## src/rtl/sqrt_engine.sv

```systemverilog
// Program-3 responder for the Start/Ack launch handshake: reads a 16-bit operand
// from data memory, computes floor(sqrt) one digit per cycle, writes the 8-bit root back.
module sqrt_engine #(
  parameter int ADDR_W     = 8,
  parameter int OP_HI_ADDR = 16,
  parameter int OP_LO_ADDR = 17,
  parameter int RES_ADDR   = 18
) (
  input  logic              Clk,
  input  logic              Reset,
  input  logic              Start,
  output logic              Ack,
  output logic [ADDR_W-1:0] MemAddr,
  output logic              MemWrEn,
  output logic [7:0]        MemWrData,
  input  logic [7:0]        MemRdData
);

  typedef enum logic [2:0] {
    IDLE, ARMED, RD_HI, RD_LO, CALC, WR, DONE
  } state_t;

  state_t      state_reg;
  logic [15:0] op_reg;
  logic [7:0]  root_reg;
  logic [10:0] rem_reg;
  logic [2:0]  iter_reg;
  logic        ack_reg;

  logic [2:0]  digit_idx;
  logic [1:0]  pair;
  logic [10:0] rem_shift;
  logic [10:0] trial;
  logic        take_digit;
  logic        unused_rem_top;

  // Operand pairs are consumed most-significant first.
  always_comb begin
    digit_idx  = 3'd7 - iter_reg;
    pair       = op_reg[{digit_idx, 1'b0} +: 2];
    rem_shift  = {rem_reg[8:0], pair};
    trial      = {1'b0, root_reg, 2'b01};
    take_digit = (rem_shift >= trial);
  end

  // rem never exceeds 2*root, so its top two bits are always zero.
  assign unused_rem_top = &{1'b0, rem_reg[10:9]};

  always_ff @(posedge Clk) begin
    if (Reset) begin
      state_reg <= IDLE;
      op_reg    <= '0;
      root_reg  <= '0;
      rem_reg   <= '0;
      iter_reg  <= '0;
      ack_reg   <= 1'b0;
    end else begin
      case (state_reg)
        IDLE: begin
          if (Start) state_reg <= ARMED;
        end
        ARMED: begin
          if (!Start) state_reg <= RD_HI;
        end
        RD_HI: begin
          op_reg[15:8] <= MemRdData;
          state_reg    <= RD_LO;
        end
        RD_LO: begin
          op_reg[7:0] <= MemRdData;
          root_reg    <= '0;
          rem_reg     <= '0;
          iter_reg    <= '0;
          state_reg   <= CALC;
        end
        CALC: begin
          if (take_digit) begin
            rem_reg  <= rem_shift - trial;
            root_reg <= {root_reg[6:0], 1'b1};
          end else begin
            rem_reg  <= rem_shift;
            root_reg <= {root_reg[6:0], 1'b0};
          end
          iter_reg <= iter_reg + 3'd1;
          if (iter_reg == 3'd7) state_reg <= WR;
        end
        WR: begin
          ack_reg   <= 1'b1;
          state_reg <= DONE;
        end
        DONE: begin
          if (Start) begin
            ack_reg   <= 1'b0;
            state_reg <= ARMED;
          end
        end
        default: state_reg <= IDLE;
      endcase
    end
  end

  assign Ack = ack_reg;

  // Write enable is masked by Reset so a reset landing in WR suppresses the write.
  always_comb begin
    MemAddr   = '0;
    MemWrEn   = 1'b0;
    MemWrData = '0;
    case (state_reg)
      RD_HI: MemAddr = ADDR_W'(OP_HI_ADDR);
      RD_LO: MemAddr = ADDR_W'(OP_LO_ADDR);
      WR: begin
        MemAddr   = ADDR_W'(RES_ADDR);
        MemWrEn   = !Reset;
        MemWrData = root_reg;
      end
      default: ;
    endcase
  end

endmodule

```

## config.mk

```make
export PLATFORM = sky130hd
export DESIGN_NAME = sqrt_engine
export DESIGN_NICKNAME = d
export VERILOG_FILES = /design/src/rtl/sqrt_engine.sv
export SDC_FILE = /design/constraint.sdc
export NUM_CORES = 1
export LEC_CHECK = 0
export CORE_ASPECT_RATIO = 1.4
export CORE_MARGIN = 4
export CORE_UTILIZATION = 45
export CTS_CLUSTER_DIAMETER = 60
export DETAILED_ROUTE_END_ITERATION = 12
export PLACE_DENSITY = 0.67
export RECOVER_POWER = 50
export SLEW_MARGIN = 20
export SYNTH_ARGS = -nofsm -noshare
export SYNTH_HDL_FRONTEND = slang
export SYNTH_SLANG_ARGS = --single-unit
```

## constraint.sdc

```tcl
create_clock -name Clk -period 2.55 [get_ports Clk]
set_input_delay 0.51 -clock Clk [delete_from_list [all_inputs] [get_ports Clk]]
set_output_delay 0.51 -clock Clk [all_outputs]
set_load 0.01 [all_outputs]
```

## Word-level counts from Yosys, hierarchy flattened

Cells that the tools add are included.

- Bits in registers: 40
- Latch bits: 0
- RAM bits: 0
- Memory bits (read-only): 0
- Input bits: 11
- Output and inout port bits: 18
- Word-level logic and storage cells: 44
- Memories: 0

- $add $sub $neg: 3
- Multiply operators: 0
- Divide/modulo/power cells: 0
- Order comparisons: 1
- Equality and inequality tests: 11
- Shift operators: 1
- Muxes and demuxes: 14
- Bitwise operators: 0
- Reduce and logical (&&, ||, !) cells: 7

Operators with widths:

| kind | number |
|---|---|
| $pmux 3 s6 | 1 |
| $pmux 9 s2 | 1 |
| $pmux 8 s2 | 1 |
| $shiftx 16x5->2 | 1 |
| $pmux 5 s3 | 1 |
| $eq 3x3->1 const B | 4 |
| $ge 11x10->1 | 1 |
| $mux 3 | 3 |
| $mux 9 | 1 |
| $sub 9x9->9 | 1 |
| $mux 8 | 1 |
| $eq 3x2->1 const B | 2 |
| $ne 2x2->1 const B | 3 |
| $pmux 3 s2 | 1 |
| $reduce_bool 2->1 | 2 |
| $add 3x1->3 const B | 1 |
| $eq 3x1->1 const B | 1 |
| $logic_not 3->1 | 1 |
| $mux 1 | 3 |
| $reduce_and 3->1 | 1 |
| $sub 3x3->3 const A | 1 |
| $ne 2x1->1 const B | 1 |
| $pmux 1 s2 | 1 |
| $reduce_and 2->1 | 1 |
| other kinds (2) | 2 |

## Depth between registers and ports, before layout

- Depth in word-level cells: 5
- Depth in mapped cells: 12
- Gate-level depth less buffers: 11

## Worst setup path before layout

No wires, ideal clock.

- Path type: register -> register
- Start: register iter_reg[1]
- End: register root_reg[0]
- Setup time: 0.103 ns
- Arrival: 2.237 ns
- Required time: 2.447 ns
- Path slack: 0.209 ns
- Stages on the path, launching flop included: 11
- Path buffers: 1
- Clock period less this slack: 2.341 ns
- Cells stage by stage: dfxtp_1 > buf_2 > mux2_2 > mux2i_1 > ha_1 > nand4_1 > o21ai_0 > nand2_1 > o21ai_2 > nand2_1 > a2111oi_2

- Longest elaborated chain between the ends: 5

RTL lines:

| what | RTL line | RTL |
|---|---|---|
| start: declaration | 27 | `logic [2:0] iter_reg;` |
| start signal: assignment | 84 | `iter_reg <= iter_reg + 3'd1;` |
| $sub 3x3->3 | 39 | `digit_idx = 3'd7 - iter_reg;` |
| $shiftx 16x5->2 | 40 | `pair = op_reg[{digit_idx, 1'b0} +: 2];` |
| $ge 11x10->1 | 43 | `take_digit = (rem_shift >= trial);` |
| $mux 1 | 77 | `if (take_digit) begin` |
| $pmux 8 s2 | 58 | `case (state_reg)` |
| end signal: assignment | 79 | `root_reg <= {root_reg[6:0], 1'b1};` |
| end signal: assignment | 82 | `root_reg <= {root_reg[6:0], 1'b0};` |
| end: declaration | 25 | `logic [7:0] root_reg;` |

No other way between the ends.
A chain may end at the register's enable or synchronous reset.

## Final worst setup path

- Start: register iter_reg[2]
- End: register rem_reg[1]

- Longest elaborated chain between the ends: 5
- Elaborated cells between the ends (all ways): 6
- Those cells by class: 2 x add/sub; 1 x order compare; 1 x shift; 2 x mux

RTL lines:

| what | RTL line | RTL |
|---|---|---|
| $sub 3x3->3 (*) | 39 |  |
| $shiftx 16x5->2 (*) | 40 |  |
| $sub 9x9->9 or $ge 11x10->1 (tied branches) | 78, 43 |  |
| $mux 9 (*) | 77 |  |
| $pmux 9 s2 (*) | 58 |  |
| end signal: assignment | 78 | `rem_reg <= rem_shift - trial;` |
| end signal: assignment | 81 | `rem_reg <= rem_shift;` |
| end: declaration | 26 | `logic [10:0] rem_reg;` |

Every way passes the cells marked *; elsewhere a longest branch is shown, timed or not.

==> metrics.md <==
| Metric | Value |
|---|---|
| Fin crit period | `2.42 ns` |
| Final ANT Viol Nets | `0` |
| Highest Clock Rate | `414 MHz` |
| Grt ovf | `0` |
| Register-to-Register Path Depth | `11` |
| Critical Path End Type | `flip-flop` |
| NetSw | `0.000354 W` |
| Adder-Cell Fraction of Synth Area | `6.33%` |
| Routed wire length | `5540 um` |
| DP Worst Slack | `0.0752 ns` |
| ANT cells | `0` |
| First-pass DRT Iterations | `4` |
| R2R setup slack | `0.13 ns` |
| First-pass GRT wire length | `9230 um` |
| DRC Markers | `0` |
| Hold Crit Depth | `2` |
| GRT Util Overall | `17.5%` |
| Placement Cell Area | `2730 um2` |
| Slowest stage delay, CP | `0.43 ns` |
| Ys Warns | `0` |
| Max reg flops | `16` |
| H-tree levels | `2` |
| Vias/cell | `5.48` |
| Starting Density | `46.0%` |
| Worst Skew | `0.00674 ns` |
| Port-buffer cells | `23` |
| Boundary Pins | `29` |
| Crit path capture | `rem_reg[1]$_SDFFE_PP0P_` |
| Pleak | `0.993 nW` |
| Post-synth EDFFs | `0` |
| Setup tns final | `0 ns` |
| Final Cycle Share | `94.8%` |
| Initial antenna violation count | `0` |
| Fin. Hold Viols | `0` |
| Max Root-Sink Buffers | `2` |
| Synthesis-to-finish area growth | `19.2%` |
| Finish-stage setup viols | `0` |
| Ys async rst share | `0%` |
| Core area | `5160 um2` |
| Distinct cells, synth | `45` |
| Slew of the pin with the lowest slew margin | `0.896 ns` |
| Multiplexer share of the synthesized area | `8.12%` |
| Worst-skew pair later-pin latency | `0.30 ns` |
| VDD IR max | `290 uV` |
| Largest net degree at the start of global routing | `21` |
| Startpoint types | `flip-flop` |
| #FFs+latches synth | `40` |
| Number of CTS-inserted buffers | `5` |
| DRT iter0 DRCs | `172` |
| FF-to-FF Start | `iter_reg[2]$_SDFFE_PP0P_` |
| Worst hold path class | `flip-flop to flip-flop` |
| Die X | `69.4 um` |
| Largest family of logic cells by synthesized area | `simple AND/OR/NAND/NOR gates` |
| Max cap viols | `0` |
| Vias | `2163` |
| Synthesized cell area | `2370 um2` |
| Sequential Power Share | `50.2%` |
| Syn_area_per_cell | `7.96 um2` |
| CTS tree | `yes` |
| CP required | `2.75 ns` |
| Status | `finished, final reports clean` |
| Clk pwr share | `34.1%` |
| Worst-path cell chain | `buf_12 -> mux2i_1 -> mux2_2 -> mux2i_4 -> ha_1 -> nand4_1 -> o21ai_2 -> a2111o_1 -> buf_4 -> a211o_1 -> o311ai_1` |
| Share of cells above drive strength 1 | `10.0%` |
| R2r endpoint | `rem_reg[1]$_SDFFE_PP0P_` |
| Compound-Gate Fraction of Synth Area | `19.4%` |
| Final Non-Filler Cells | `395` |
| CP Launch Point | `iter_reg[2]$_SDFFE_PP0P_` |
| Synth Flop Type | `dfxtp_1` |
| Seq/Total Area, Yosys | `33.8%` |
| PwrDens | `458 nW/um2` |
| Vias in the first global route | `2063` |
| Int Pwr | `0.000941 W` |
| Nets | `351` |
| Placed cells | `387` |
| Clk sinks | `40` |
| Switching share of power | `27.4%` |
| Gate Count Post-Synth | `298` |
| Die ar. | `6510 um2` |
| CTS root buffer | `clkbuf_8` |
| Slew Limit Fails | `0` |
| Max FO, Critical Path | `11` |
| Gate power share | `15.7%` |
| DP HPWL | `4190 um` |
| Rows | `31` |
| Fin worst setup slack | `0.132 ns` |
| Worst path slowest cell | `a2111o_1` |
| Die Ht | `93.9 um` |
| Final Wtd Congestion | `0.933` |
| Synth Area in XOR/XNOR | `2.22%` |
| Arrival time of the worst setup path | `2.62 ns` |
| Final Cell Area | `2830 um2` |
| Drt wl/cell | `14.0 um` |
| Relative slew slack | `40.2%` |
| Simple-Gate Fraction of Synth Area | `23.4%` |
| Worst-path clk slew | `0.08 ns` |
| Setup Crit Path Kind | `flip-flop to flip-flop` |
| Pwr Total | `0.00130 W` |
## layer usage
metal / vias up / part of all wire [%] / GRT usage [%] / wire (um)
met2: 50 / 50 / 31.9 / 2790
li1: 1116 / - / - / -
met1: 984 / 42 / 19.6 / 2350
met3: 13 / 4.1 / 3.00 / 225
met5: - / 0 / 0 / 0
met4: 0 / 3.1 / 7.98 / 171
## final cells by class
class | count | area (um2)
Multi-Input combinational cell | 228 | 1450
Timing Repair Buffer | 40 | 352
Inverter | 13 | 48.8
Sequential cell | 40 | 801
Tap cell | 66 | 82.6
Clock buffer | 6 | 82.6
Fill cell | 529 | 2330
Clock inverter | 2 | 10.0
## through the flow
step	utilization [%]	hold slack [ns]
6_report	54.8	0.457
5_1_grt	54.8	0.483
4_1_cts	54.7	0.461
3_5_place_dp	52.9	0.449
3_3_place_gp	52.9	0.442
2_1_floorplan	-	0.436
## power groups by stage
stage	clock network (W)	registers, W	logic, W
6_report	0.000442	0.000650	0.000203
5_1_grt	0.000479	0.000652	0.000227
4_1_cts	0.000452	0.000649	0.000203
3_5_place_dp	0	0.000664	0.000202
3_3_place_gp	0	0.000664	0.000200
2_1_floorplan	0	0.000658	0.000143
## critical path: cells and delay by family, from the launching register on
family,cells,cell delay [ns]
AOI/OAI and AO/OA,4,0.80
muxes,3,0.54
DFF,1,0.36
buffers and inverters,2,0.32
adders and majority gates,1,0.21
and+or+nand+nor,1,0.09
## layout by cell type, fill, tap and decap left out, types with 4 or more instances in the layout
cell and instances:
clkbuf_8 6, dfxtp_1 40, nor2_1 39, nand3_1 7, a2111oi_0 8, xor2_1 4, nand2b_1 4, clkdlybuf4s50_1 20
o2111ai_1 4, mux2i_1 15, inv_1 12, ha_1 12, o211ai_1 8, nand4_1 7, a21oi_1 28, nand2_1 40
buf_4 11, conb_1 5, clkbuf_1 5
## cell usage after synthesis (4+ instances only)
master | number | area [um2]
o2111ai_1 | 4 | 35.0
dfxtp_1 | 40 | 801
xor2_1 | 4 | 35.0
nand2b_1 | 4 | 25.0
nand4_1 | 7 | 43.8
inv_1 | 12 | 45.0
buf_4 | 5 | 37.5
ha_1 | 12 | 150
nand2_1 | 40 | 150
nand3_1 | 7 | 35.0
o211ai_1 | 8 | 60.1
mux2i_1 | 17 | 170
clkbuf_1 | 12 | 45.0
nor2_1 | 39 | 146
o21ai_0 | 4 | 20.0
a21oi_1 | 28 | 140
a2111oi_0 | 8 | 70.1
## logic make-up (layout without fill, tap and decap cells)
logic type	Yosys count	in the layout
DFF	40	40
adders and majority gates	12	12
buffers and inverters	34	61
AOI/OAI and AO/OA	67	67
other	1	5
xor gates and xnor gates	6	6
and+or+nand+nor	119	119
muxes	19	19
## timing repair
item,CTS,global route
buffers inserted,0,0
resized for setup,0,6
endpoints found under the setup margin,0,9
hold buffers,0,0
## how the worst min path moves through the flow
| stage | from | to | slack [ns] |
|---|---|---|---|
| final | op_reg[3]$_SDFFE_PP0P_ | op_reg[3]$_SDFFE_PP0P_ | 0.46 |
| after global routing | op_reg[3]$_SDFFE_PP0P_ | op_reg[3]$_SDFFE_PP0P_ | 0.48 |
| after CTS | op_reg[3]$_SDFFE_PP0P_ | op_reg[3]$_SDFFE_PP0P_ | 0.46 |
| after detailed placement | op_reg[3]$_SDFFE_PP0P_ | op_reg[3]$_SDFFE_PP0P_ | 0.45 |
| after global placement | op_reg[3]$_SDFFE_PP0P_ | op_reg[3]$_SDFFE_PP0P_ | 0.44 |
| after floorplan | op_reg[0]$_SDFFE_PP0P_ | op_reg[0]$_SDFFE_PP0P_ | 0.44 |
(Power assumes the default switching activity.)
